==> src/rtl/ps2_host_tx.sv <==
// ps2_host_tx -- host-to-device PS/2 transmitter.
//
// Sends one command byte (e.g. 0xED set-LEDs, 0xFF reset, 0xF4 enable) to a
// PS/2 device. The host inhibits the bus, issues request-to-send, shifts out
// {stop, odd parity, data[7:0], start} on device-generated clock falling edges
// and checks the device's line-level acknowledge. The device's response byte
// arrives through the separate PS/2 receiver sharing the same lines.
//
// Ports:
//   clock         system clock
//   reset         asynchronous active-low reset
//   ps2_clock     raw PS/2 clock line (asynchronous)
//   data          raw PS/2 data line (asynchronous)
//   ps2_clock_oe  1 = pull PS/2 clock low, 0 = release
//   ps2_data_oe   1 = pull PS/2 data low, 0 = release
//   tx_data       command byte, taken when tx_valid & tx_ready
//   tx_valid      transmit request
//   tx_ready      idle, can accept a byte
//   busy          transfer in progress
//   done          one-cycle pulse: frame acknowledged by the device
//   error         one-cycle pulse: missing ack or timeout
module ps2_host_tx #(
  parameter int unsigned INHIBIT_CYCLES = 1200,   // min 2
  parameter int unsigned TIMEOUT_CYCLES = 240000
) (
  input  logic       clock,
  input  logic       reset,
  input  logic       ps2_clock,
  input  logic       data,
  output logic       ps2_clock_oe,
  output logic       ps2_data_oe,
  input  logic [7:0] tx_data,
  input  logic       tx_valid,
  output logic       tx_ready,
  output logic       busy,
  output logic       done,
  output logic       error
);

  localparam int INH_W = $clog2(INHIBIT_CYCLES + 1);
  localparam int TO_W  = $clog2(TIMEOUT_CYCLES + 1);

  localparam logic [INH_W-1:0] INH_LOAD = INH_W'(INHIBIT_CYCLES - 1);
  localparam logic [TO_W-1:0]  TO_LAST  = TO_W'(TIMEOUT_CYCLES - 1);

  localparam logic [2:0] ST_IDLE      = 3'd0;
  localparam logic [2:0] ST_INHIBIT   = 3'd1;
  localparam logic [2:0] ST_RTS       = 3'd2;
  localparam logic [2:0] ST_SHIFT     = 3'd3;
  localparam logic [2:0] ST_ACK       = 3'd4;
  localparam logic [2:0] ST_WAIT_IDLE = 3'd5;

  logic [2:0]       state_q,    state_d;
  logic [2:0]       clk_sync_q, clk_sync_d;
  logic [1:0]       dat_sync_q, dat_sync_d;
  logic [8:0]       frame_q,    frame_d;
  logic [3:0]       edge_cnt_q, edge_cnt_d;
  logic [INH_W-1:0] inh_cnt_q,  inh_cnt_d;
  logic [TO_W-1:0]  to_cnt_q,   to_cnt_d;
  logic             clk_oe_q,   clk_oe_d;
  logic             data_oe_q,  data_oe_d;
  logic             done_q,     done_d;
  logic             error_q,    error_d;

  logic clk_fall;
  logic clk_s;
  logic dat_s;
  logic timed_out;

  // Line synchronisers; the clock gets a third stage so edge detection
  // compares two already-settled samples.
  assign clk_sync_d = {clk_sync_q[1:0], ps2_clock};
  assign dat_sync_d = {dat_sync_q[0], data};

  assign clk_fall  = (clk_sync_q[2:1] == 2'b10);
  assign clk_s     = clk_sync_q[1];
  assign dat_s     = dat_sync_q[1];
  assign timed_out = (to_cnt_q == TO_LAST);

  always_comb begin
    state_d    = state_q;
    frame_d    = frame_q;
    edge_cnt_d = edge_cnt_q;
    inh_cnt_d  = inh_cnt_q;
    to_cnt_d   = to_cnt_q;
    clk_oe_d   = clk_oe_q;
    data_oe_d  = data_oe_q;
    done_d     = 1'b0;
    error_d    = 1'b0;

    case (state_q)
      ST_IDLE: begin
        clk_oe_d  = 1'b0;
        data_oe_d = 1'b0;
        if (tx_valid) begin
          // Odd parity: parity bit makes the total count of ones odd.
          frame_d   = {~^tx_data, tx_data};
          clk_oe_d  = 1'b1;
          inh_cnt_d = INH_LOAD;
          state_d   = ST_INHIBIT;
        end
      end

      ST_INHIBIT: begin
        if (inh_cnt_q == '0) begin
          data_oe_d = 1'b1;          // start bit
          state_d   = ST_RTS;
        end else begin
          inh_cnt_d = inh_cnt_q - 1'b1;
        end
      end

      ST_RTS: begin
        clk_oe_d   = 1'b0;           // hand the clock to the device
        edge_cnt_d = '0;
        to_cnt_d   = '0;
        state_d    = ST_SHIFT;
      end

      ST_SHIFT, ST_ACK, ST_WAIT_IDLE: begin
        if (timed_out) begin
          error_d   = 1'b1;
          clk_oe_d  = 1'b0;
          data_oe_d = 1'b0;
          state_d   = ST_IDLE;
        end else begin
          to_cnt_d = to_cnt_q + 1'b1;
          case (state_q)
            ST_SHIFT: begin
              if (clk_fall) begin
                if (edge_cnt_q == 4'd9) begin
                  // Tenth edge: release data so the line floats high as stop.
                  data_oe_d = 1'b0;
                  state_d   = ST_ACK;
                end else begin
                  // Edges 1..9: data bits LSB first, then parity.
                  data_oe_d  = ~frame_q[0];
                  frame_d    = {1'b0, frame_q[8:1]};
                  edge_cnt_d = edge_cnt_q + 1'b1;
                end
              end
            end
            ST_ACK: begin
              if (clk_fall) begin
                if (!dat_s) begin
                  state_d = ST_WAIT_IDLE;
                end else begin
                  error_d = 1'b1;
                  state_d = ST_IDLE;
                end
              end
            end
            default: begin
              // Device finishes the ack by releasing both lines.
              if (clk_s && dat_s) begin
                done_d  = 1'b1;
                state_d = ST_IDLE;
              end
            end
          endcase
        end
      end

      default: begin
        clk_oe_d  = 1'b0;
        data_oe_d = 1'b0;
        state_d   = ST_IDLE;
      end
    endcase
  end

  always_ff @(posedge clock or negedge reset) begin
    if (!reset) begin
      state_q    <= ST_IDLE;
      clk_sync_q <= 3'b111;
      dat_sync_q <= 2'b11;
      frame_q    <= '0;
      edge_cnt_q <= '0;
      inh_cnt_q  <= '0;
      to_cnt_q   <= '0;
      clk_oe_q   <= 1'b0;
      data_oe_q  <= 1'b0;
      done_q     <= 1'b0;
      error_q    <= 1'b0;
    end else begin
      state_q    <= state_d;
      clk_sync_q <= clk_sync_d;
      dat_sync_q <= dat_sync_d;
      frame_q    <= frame_d;
      edge_cnt_q <= edge_cnt_d;
      inh_cnt_q  <= inh_cnt_d;
      to_cnt_q   <= to_cnt_d;
      clk_oe_q   <= clk_oe_d;
      data_oe_q  <= data_oe_d;
      done_q     <= done_d;
      error_q    <= error_d;
    end
  end

  assign ps2_clock_oe = clk_oe_q;
  assign ps2_data_oe  = data_oe_q;
  assign tx_ready     = (state_q == ST_IDLE);
  assign busy         = ~tx_ready;
  assign done         = done_q;
  assign error        = error_q;

endmodule
==> config.mk <==
export PLATFORM = sky130hd
export DESIGN_NAME = ps2_host_tx
export DESIGN_NICKNAME = d
export VERILOG_FILES = /design/src/rtl/ps2_host_tx.sv
export SDC_FILE = /design/constraint.sdc
export NUM_CORES = 1
export LEC_CHECK = 0
export BUFFER_PORTS_ARGS = -buffer_cell sky130_fd_sc_hd__buf_4
export CAP_MARGIN = 40
export CORE_MARGIN = 1
export CORE_UTILIZATION = 60
export DETAILED_ROUTE_END_ITERATION = 10
export GPL_TIMING_DRIVEN = 1
export PLACE_DENSITY = 0.77
export SYNTH_ARGS = -nofsm -noshare
export SYNTH_HDL_FRONTEND = slang
export SYNTH_SLANG_ARGS = --single-unit
export TNS_END_PERCENT = 100
==> constraint.sdc <==
create_clock -name clock -period 2.4 [get_ports clock]
set_clock_uncertainty 0.1 [all_clocks]
set_input_delay 0.48 -clock clock [delete_from_list [all_inputs] [get_ports clock]]
set_output_delay 0.48 -clock clock [all_outputs]
set_load 0.05 [all_outputs]
==> results of run 1 <==
[routing by layer]
metal  up-vias  wire length [um]  GRT usage
met3        17               285    0.04167
met4         0               148    0.09804
met2        74              2877     0.3894
li1       1213                 -          -
met5         -                 0          0
met1      1219              3061     0.3889
[logic make-up (layout without fill, tap and decap cells)]
family / Yosys count / in the layout / share of synthesized area
buffers and inverters: 20 / 47 / 0.02806
AO/OA/AOI/OAI: 71 / 71 / 0.1583
XOR/XNOR: 16 / 16 / 0.04690
multiplexers: 14 / 14 / 0.04732
adder cells (fa/ha/maj): 5 / 5 / 0.02094
flip-flops: 54 / 54 / 0.4544
AND/OR/NAND/NOR: 136 / 136 / 0.2441
[state kept, by name, indices dropped and copies added, names as in the netlist]
| signal | count |
|---|---|
| dat_sync_q | 2 |
| ps2_data_oe | 1 |
| ps2_clock_oe | 1 |
| done | 1 |
| to_cnt_q | 18 |
| clk_sync_q | 3 |
| frame_q | 9 |
| inh_cnt_q | 11 |
| state_q | 3 |
| edge_cnt_q | 4 |
| error | 1 |
[cell usage in the layout (no fill, tap or decap), types with 2 or more instances in the layout]
master	count
a211o_1	2
a211oi_1	2
a21oi_1	11
a22oi_1	8
a31oi_1	7
and2_1	5
and3_1	3
buf_4	28
clkbuf_1	2
clkbuf_8	5
dfrtp_1	49
dfstp_2	5
ha_1	5
inv_1	11
mux2i_1	13
nand2_1	28
nand2b_1	3
nand3_1	16
nand4_1	9
nand4b_1	2
nor2_1	30
nor2b_1	3
nor3_1	11
nor4_1	3
nor4b_1	2
nor4bb_1	3
o211ai_1	6
o21ai_0	18
o22ai_1	2
o311ai_0	2
o31ai_1	2
or3_1	5
xnor2_1	7
xor2_1	9
[critical path, stage by stage, from the launching register on]
cell,delay (ps)
dfrtp_1,580
or2_2,420
nor2_2,170
inv_1,50
buf_4,180
[area by class of cell]
class / instances / area (um^2) / share of cell area
multi-input cells: 242 / 1549 / 0.4626
flip-flops and latches: 54 / 1358 / 0.4055
repair buffers: 28 / 210.2 / 0.06278
well taps: 67 / 83.83 / 0.02504
clock buffers: 7 / 76.32 / 0.02280
inverters: 11 / 41.29 / 0.01233
clock inverters: 1 / 30.03 / 0.008969
[synth_stat cells (3+ instances only)]
library cell,instances
xor2_1,9
nor2b_1,3
dfstp_2,5
a22oi_1,8
buf_2,4
nand3_1,16
nand4_1,9
nand2_1,28
ha_1,5
mux2i_1,13
o21ai_0,18
a31oi_1,7
nand2b_1,3
nor4_1,3
inv_1,11
clkbuf_1,4
a21oi_1,11
o211ai_1,6
and2_1,5
dfrtp_1,49
nor2_1,31
or3_1,5
xnor2_1,7
and3_1,3
nor4bb_1,3
nor3_1,11
[stage by stage]
stage / total power, mW / cells
after global routing: 3.351 / 410
after CTS: 3.139 / 410
after global placement: 2.499 / 402
after detailed placement: 2.538 / 402
after floorplan: 2.195 / 316
final: 3.130 / 410
[final timing paths]
kind,start,to,slack [ps],depth (start not counted)
setup reg to reg,to_cnt_q[10],to_cnt_q[9],170,5
max in group asynchronous,reset,ps2_data_oe,1660,1
min in group clock,ps2_clock,clk_sync_q[0],170,1
hold reg to reg,dat_sync_q[0],dat_sync_q[1],260,0
setup / recovery,state_q[2],busy,110,4
hold / removal,reset,to_cnt_q[17],100,1
[power by group through the flow]
stage	combinational, mW	clock, mW	sequential, mW
after detailed placement	1.17	0	1.36
final	1.18	0.598	1.35
after global routing	1.32	0.650	1.38
after CTS	1.18	0.613	1.35
after global placement	1.15	0	1.35
after floorplan	0.835	0	1.36
==> impl_metrics.py, run 1 <==
metrics = {
    "logic_synthesis": {
        "netlist_instances": 316,
        "yosysTopAreaCell": "dfrtp_1",
        "yosys-top-cells-area": "dfrtp_1 (41%), dfstp_2 (4.4%), mux2i_1 (4.4%), nor2_1 (3.9%), nand2_1 (3.5%)",
        "synth_edf_count": 0,
        "syn_area_per_cell_um2": 9.455,
        "ys_ff_latch": 54,
        "syn-num-nets": 334,
        "seq_area_frac_synth": 0.4544,
        "ys_async_sr_fraction": 1.000,
        "yosysUniqueCellTypes": 58,
        "yosysTopAreaCellShare": 0.4104,
        "ys.flop_type": "dfrtp_1",
        "yosysWarnings": 0,
        "synth_area_um2": 2988,
    },
    "pwr": {
        "power_switching_mw": 1.169,
        "cellPowerDensity_nw_per_um2": 934.7,
        "peakVddDrop_uv": 635.1,
        "seqPwrFrac": 0.431,
        "p_leak_nw": 1.415,
        "power_frac_comb": 0.378,
        "netSwitchingFraction": 0.3736,
        "p_clk_frac": 0.191,
        "p_int_mw": 1.960,
    },
    "finish": {
        "antenna_cells": 0,
        "design_area_um2": 3348,
        "utilization": 0.7042,
        "area_growth_pct": 12.06,
        "layout-drive-gt1-share": 0.1458,
        "nFillCells": 398,
        "num-nets-final": 360,
    },
    "setup_path": {
        "cp_data_arrival_time_ps": 1710,
        "end_kind": "primary output",
        "crit_required_ps": 1820,
        "worstSetupPathType": "reg2out",
        "critPathLaunchType": "flip-flop",
        "worstPathMaxFanout": 17,
    },
    "timing": {
        "fmax_mhz": 437.0,
        "holdWs_ps": 99.60,
        "setup_violations": 0,
        "fin_crit_sh": 0.9534,
        "drv_slew": 0,
        "slew_headroom": 0.5551,
        "rsz0062_at_grt": "no",
        "tns_ps": 0,
        "layout_setup_ws_ps": 111.8,
        "fin_crit_ps": 2288,
        "finalHoldViolCount": 0,
        "worst_slew_pin_slew_ps": 667.4,
    },
    "floorplanning": {
        "initial_core_util": 0.6284,
        "num_rows": 25,
        "die_y_um": 72.57,
        "dieArea_um2": 5266,
        "io_pins": 19,
        "fp.dieW_um": 72.57,
        "core_area_um2": 4755,
    },
    "flow_run": {
        "maxCapViolCount": 0,
    },
    "global_route": {
        "overflow": 0,
        "grt_pass1_wl_um": 10670,
        "grt_pass1_vias": 2302,
        "grt_max_degree": 55,
        "track_usage": 0.2627,
        "antenna_found_initial": 0,
    },
    "placement": {
        "place_area_um2": 3242,
        "dpl.hpwl_um": 4614,
        "dp_slack_ps": 251.9,
        "gp_congestion": 0.8824,
        "portBuffers": 18,
    },
    "drt": {
        "drt.antenna.violating_nets": 0,
        "first_pass_iters": 6,
        "routedWlPerCell_um": 15.54,
        "drt_iter0_markers": 141,
        "wl_um": 6372,
        "via_per_inst": 6.154,
        "drc": 0,
        "routed-via-count": 2523,
    },
    "clock_network": {
        "cts_setup_buffers": 0,
        "cts.clk_slew.worst_paths_ps": 90,
        "cts_buffer_depth": 2,
        "insertion_delay_ps": 310,
        "cts-root-buf": "clkbuf_8",
        "clock_sinks": 54,
        "cts_tree": "yes",
        "ctsHoldBuffers": 0,
        "cts_buffers": 5,
        "cts_htree_levels": 2,
        "ctsResizeCount": 0,
    },
    "run_status": {
        "outcome": "finished clean",
    },
    "min_path": {
        "hold_path_class": "in2async",
    },
}
No activity file was read; power rests on OpenSTA's default activity.
==> run 2, diff against run 1 <==
--- a/config.mk
+++ b/config.mk
@@ -5,13 +5,14 @@
 export SDC_FILE = /design/constraint.sdc
 export NUM_CORES = 1
 export LEC_CHECK = 0
-export BUFFER_PORTS_ARGS = -buffer_cell sky130_fd_sc_hd__buf_4
+export BUFFER_PORTS_ARGS = -buffer_cell sky130_fd_sc_hd__buf_2
 export CAP_MARGIN = 40
 export CORE_MARGIN = 1
 export CORE_UTILIZATION = 60
 export DETAILED_ROUTE_END_ITERATION = 10
 export GPL_TIMING_DRIVEN = 1
 export PLACE_DENSITY = 0.77
+export RECOVER_POWER = 25
 export SYNTH_ARGS = -nofsm -noshare
 export SYNTH_HDL_FRONTEND = slang
 export SYNTH_SLANG_ARGS = --single-unit
==> impl_metrics.py, run 2 (synthesis gave the netlist of run 1 again) <==
metrics = {
    "run_status": {
        "outcome": "finished clean",
    },
    "timing": {
        "slew_headroom": 0.2645,
        "setup_violations": 0,
        "fmax_mhz": 443.8,
        "rsz0062_at_grt": "no",
        "fin_crit_ps": 2253,
        "finalHoldViolCount": 0,
        "worst_slew_pin_slew_ps": 1103,
        "drv_slew": 0,
        "tns_ps": 0,
        "fin_crit_sh": 0.9388,
    },
    "setup_path": {
        "crit_buf_inv": 1,
        "crit_required_ps": 1820,
        "crit_start": "state_q[1]",
        "crit_cells": 3,
        "worstPathMaxFanout": 16,
        "cp_data_arrival_time_ps": 1670,
        "r2r.worst_path.cells": 5,
        "critical_path.top_delay_family": "simple AND/OR/NAND/NOR gates",
        "crit_chain": "or2_2 > nor2_2 > buf_2",
        "crit_slowest_cell": "dfrtp_2",
        "end_kind": "primary output",
        "worstSetupPathType": "reg2out",
        "critPathMaxStageDelay_ps": 520,
        "r2r_start": "to_cnt_q[10]",
        "critPathLaunchType": "flip-flop",
    },
    "floorplanning": {
        "die_y_um": 72.57,
        "io_pins": 19,
        "initial_core_util": 0.6284,
        "dieArea_um2": 5266,
        "fp.dieW_um": 72.57,
        "core_area_um2": 4755,
        "num_rows": 25,
    },
    "finish": {
        "final_common_cell": "dfrtp_1",
        "regMostFlops": "to_cnt_q",
        "regArea_um2": 1360,
        "multi_input_area_um2": 1551,
        "top_regs": "to_cnt_q: 18 flops, inh_cnt_q: 11 flops, frame_q: 9 flops",
        "num-nets-final": 361,
        "area_growth_pct": 11.18,
        "layout-drive-gt1-share": 0.1541,
        "antenna_cells": 0,
        "largest_register_ffs": 18,
        "nFillCells": 386,
        "final_cell_mix": "dfrtp_1 (47), nor2_1 (30), nand2_1 (28)",
    },
    "global_route": {
        "grt_pass1_vias": 2284,
        "grt_pass1_wl_um": 10800,
        "track_usage": 0.2691,
        "overflow": 0,
        "grt_max_degree": 35,
        "antenna_found_initial": 0,
    },
    "clock_network": {
        "cts_buffer_depth": 2,
        "clock_sinks": 54,
        "cts_buffers": 5,
        "cts.clk_slew.worst_paths_ps": 100,
        "cts_tree": "yes",
        "cts_htree_levels": 2,
        "cts-root-buf": "clkbuf_8",
        "insertion_delay_ps": 310,
    },
    "min_path": {
        "hold_path_class": "in2reg",
        "holdPathStages": 1,
        "hold_start": "ps2_clock",
    },
    "placement": {
        "gp_congestion": 0.8857,
        "portBuffers": 18,
        "dpl.hpwl_um": 4644,
    },
    "drt": {
        "drc": 0,
        "drt_iter0_markers": 136,
        "via_per_inst": 6.044,
        "wl_um": 6471,
        "routedWlPerCell_um": 15.74,
        "routed-via-count": 2484,
        "drt.antenna.violating_nets": 0,
        "first_pass_iters": 6,
    },
    "pwr": {
        "p_total_mw": 3.144,
        "cellPowerDensity_nw_per_um2": 946.5,
        "peakVddDrop_uv": 647.0,
        "p_leak_nw": 1.410,
    },
    "flow_run": {
        "maxCapViolCount": 0,
    },
}
[run 2: changes by cell type in the layout (fill, tap and decap cells not counted), sizes merged]
| cell | change |
|---|---|
| clkbuf | +2 |
| buf | -1 |
[run 2: final cells by class]
type                       count  share of cell area
clock inverter                 1            0.009040
inverter                      11             0.01243
timing repair buffer          29             0.05085
clock buffer                   7             0.02599
multi-input combinational    242              0.4670
tap                           67             0.02524
sequential                    54              0.4094
[run 2: through the flow]
| step | utilization | std cells | hold WS [ps] | setup slack [ps] | instance area, um^2 |
|---|---|---|---|---|---|
| floorplan | - | 316 | 84.41 | 136.2 | 2990 |
| global placement | 0.6766 | 403 | 246.9 | 239.0 | 3217 |
| detailed placement | 0.6766 | 403 | 248.5 | 206.9 | 3217 |
| CTS | 0.7011 | 411 | 50.13 | 60.68 | 3333 |
| global route | 0.6987 | 411 | 144.3 | 58.26 | 3322 |
| finish | 0.6987 | 411 | 160.1 | 146.8 | 3322 |
[run 2: worst paths after layout]
path	to	slack, ps
worst max-delay path	tx_ready	150
worst min-delay path	clk_sync_q[0]	160
worst max register to register	edge_cnt_q[2]	230
worst min register to register	dat_sync_q[1]	260
max in group asynchronous	state_q[2]	490
min in group asynchronous	to_cnt_q[17]	250
[run 2: worst register-to-register path: stages, from the launching register on]
cell and delay [ps]:
dfrtp_1 470, nor4b_1 310, nand4_1 320, nor2_1 460
nor3_1 130, a211o_1 280
[run 2: repair_timing]
item                       in CTS  in global routing
setup endpoints to repair       0                  8
hold buffers                    0                  0
buffers inserted                0                  0
resized for setup               0                  4
[run 2: metal layers]
layer | routed length, um | GRT usage
met1 | 2941 | 0.3753
met2 | 3101 | 0.4164
met3 | 264 | 0.04861
met4 | 163 | 0.1089
met5 | 0 | 0
[run 2: report_power, final]
part / total (mW) / switching [mW] / internal [mW]
clock network: 0.630 / 0.289 / 0.340
registers: 1.35 / 0.218 / 1.14
logic: 1.16 / 0.665 / 0.496
==> run 3, diff against run 2 <==
--- a/config.mk
+++ b/config.mk
@@ -5,6 +5,7 @@
 export SDC_FILE = /design/constraint.sdc
 export NUM_CORES = 1
 export LEC_CHECK = 0
+export ABC_AREA = 1
 export BUFFER_PORTS_ARGS = -buffer_cell sky130_fd_sc_hd__buf_2
 export CAP_MARGIN = 40
 export CORE_MARGIN = 1
==> impl_metrics.py, run 3 <==
metrics = {
    "timing": {
        "fin_crit_sh": 0.8424,
        "tns_ps": 0,
        "holdWs_ps": 172.6,
        "slew_headroom": 0.1322,
        "setup_violations": 0,
        "fmax_mhz": 494.6,
        "worst_slew_pin_slew_ps": 1302,
        "drv_slew": 0,
        "fin_crit_ps": 2022,
        "rsz0062_at_grt": "no",
        "layout_setup_ws_ps": 378.3,
        "finalHoldViolCount": 0,
    },
    "setup_path": {
        "crit_chain": "ha_1 > nand3_2 > nor2_2 > nand3_4 > nand2_2 > nand2_2 > inv_2 > nand2_1 > a21oi_1",
        "end_kind": "flip-flop",
        "critPathMaxStageDelay_ps": 430,
        "r2r.worst_path.cells": 9,
        "crit_start": "to_cnt_q[0]",
        "critPathLaunchType": "flip-flop",
        "r2r_start": "to_cnt_q[0]",
        "worstPathMaxFanout": 14,
        "critical_path.top_delay_family": "simple AND/OR/NAND/NOR gates",
        "crit_required_ps": 2540,
        "cp_data_arrival_time_ps": 2160,
        "r2r-end": "to_cnt_q[15]",
        "r2r_slack_ps": 380,
        "worstSetupPathType": "reg2reg",
        "crit_buf_inv": 1,
        "path_common_cell": "nand2_2",
        "crit_slowest_cell": "dfrtp_1",
    },
    "global_route": {
        "grt_pass1_vias": 2508,
        "grt_pass1_wl_um": 11510,
        "grt_max_degree": 55,
        "track_usage": 0.2508,
        "overflow": 0,
        "antenna_found_initial": 0,
    },
    "placement": {
        "dpl.hpwl_um": 4816,
        "gp_congestion": 0.8871,
        "portBuffers": 18,
        "dp_cells": 493,
        "dp_slack_ps": 403.9,
    },
    "logic_synthesis": {
        "yosysUniqueCellTypes": 40,
        "yosysWarnings": 0,
        "seq_area_frac_synth": 0.4140,
        "yosysTopAreaCellShare": 0.3739,
        "synth_edf_count": 0,
        "syn_area_per_cell_um2": 7.979,
        "syn-num-nets": 429,
        "synth_common_cells": "nand2_1 (95), dfrtp_1 (49), inv_1 (44)",
        "yosysTopAreaCell": "dfrtp_1",
        "netlist_instances": 411,
        "ys_async_sr_fraction": 1.000,
        "synth_area_um2": 3279,
        "ys_ff_latch": 54,
        "ys.flop_type": "dfrtp_1",
        "yosys-top-cells-area": "dfrtp_1 (37%), nand2_1 (11%), inv_1 (5.0%), nand3_1 (4.6%), dfstp_2 (4.0%)",
        "synth_most_common_cell": "nand2_1",
    },
    "min_path": {
        "hold_start": "ps2_clock",
        "whs_endpoint": "clk_sync_q[0]",
        "holdPathStages": 1,
        "hold_path_class": "in2reg",
    },
    "finish": {
        "nFillCells": 418,
        "area_growth_pct": 6.257,
        "final_cell_mix": "nand2_1 (95), dfrtp_1 (49), inv_1 (44)",
        "multi_input_area_um2": 1658,
        "finalNonFillerCells": 501,
        "antenna_cells": 0,
        "layout-drive-gt1-share": 0.1694,
        "final_common_cell": "nand2_1",
        "largest_register_ffs": 18,
        "regMostFlops": "to_cnt_q",
        "top_regs": "to_cnt_q: 18 flops, inh_cnt_q: 11 flops, frame_q: 9 flops",
        "num-nets-final": 448,
        "regArea_um2": 1358,
    },
    "drt": {
        "wl_um": 6532,
        "first_pass_iters": 4,
        "drt_iter0_markers": 158,
        "drt.antenna.violating_nets": 0,
        "via_per_inst": 5.353,
        "drc": 0,
        "routedWlPerCell_um": 13.04,
        "routed-via-count": 2682,
    },
    "clock_network": {
        "clock_sinks": 54,
        "ctsResizeCount": 0,
        "cts_buffer_depth": 2,
        "cts_tree": "yes",
        "cts_htree_levels": 2,
        "cts-root-buf": "clkbuf_8",
        "insertion_delay_ps": 300,
        "ctsHoldBuffers": 0,
        "cts_buffers": 5,
        "cts_setup_buffers": 0,
        "cts.clk_slew.worst_paths_ps": 90,
    },
    "flow_run": {
        "maxCapViolCount": 0,
    },
    "floorplanning": {
        "dieArea_um2": 5765,
        "core_area_um2": 5172,
        "initial_core_util": 0.6340,
        "num_rows": 26,
        "die_y_um": 75.93,
        "io_pins": 19,
        "fp.dieW_um": 75.93,
    },
    "pwr": {
        "cellPowerDensity_nw_per_um2": 978.8,
        "peakVddDrop_uv": 574.4,
        "p_leak_nw": 1.616,
        "p_total_mw": 3.411,
    },
    "run_status": {
        "outcome": "finished clean",
    },
}
-- run 3: kinds of logic after synthesis --
group,Yosys count,synth area share
AND/OR/NAND/NOR,208,0.3056
buffers and inverters,61,0.08241
AO/OA/AOI/OAI,58,0.1091
flip-flops,54,0.4140
XOR/XNOR,17,0.04540
multiplexers,8,0.02442
adder cells (fa/ha/maj),5,0.01908
-- run 3: worst register-to-register path, cell delays in order (launching register included) --
cell	delay, ps
dfrtp_1	430
ha_1	220
nand3_2	150
nor2_2	180
nand3_4	140
nand2_2	130
nand2_2	210
inv_2	200
nand2_1	70
a21oi_1	120
-- run 3: area by class of cell --
class / instances / area share
timing repair buffer: 20 / 0.02944
tap: 70 / 0.02513
clock buffer: 8 / 0.02298
inverter: 53 / 0.05709
multi-input combinational: 296 / 0.4758
sequential: 54 / 0.3896
-- run 3: power breakdown --
group / internal (mW) / switching, mW
clock: 0.208 / 0.274
combinational: 0.514 / 1.09
sequential: 1.13 / 0.192
total: 1.86 / 1.55
-- run 3: per-stage QoR --
stage | util | cell area (um^2)
floorplan | - | 3286
global placement | 0.6611 | 3420
detailed placement | 0.6611 | 3420
CTS | 0.6766 | 3500
global route | 0.6737 | 3485
finish | 0.6737 | 3485
-- run 3: worst max path at each step --
stage | depth (start not counted) | slack [ps] | to
global placement | 9 | 470 | frame_q[4]
CTS | 9 | 410 | to_cnt_q[15]
global route | 9 | 180 | to_cnt_q[15]
floorplan | 7 | 250 | state_q[1]
detailed placement | 9 | 400 | to_cnt_q[15]
finish | 9 | 380 | to_cnt_q[15]
-- run 3: layer usage --
layer  track usage  part of all wire
met4       0.07885             0.012
met2        0.3964              0.46
met1        0.3536              0.49
met5             0                 0
met3       0.04217             0.040
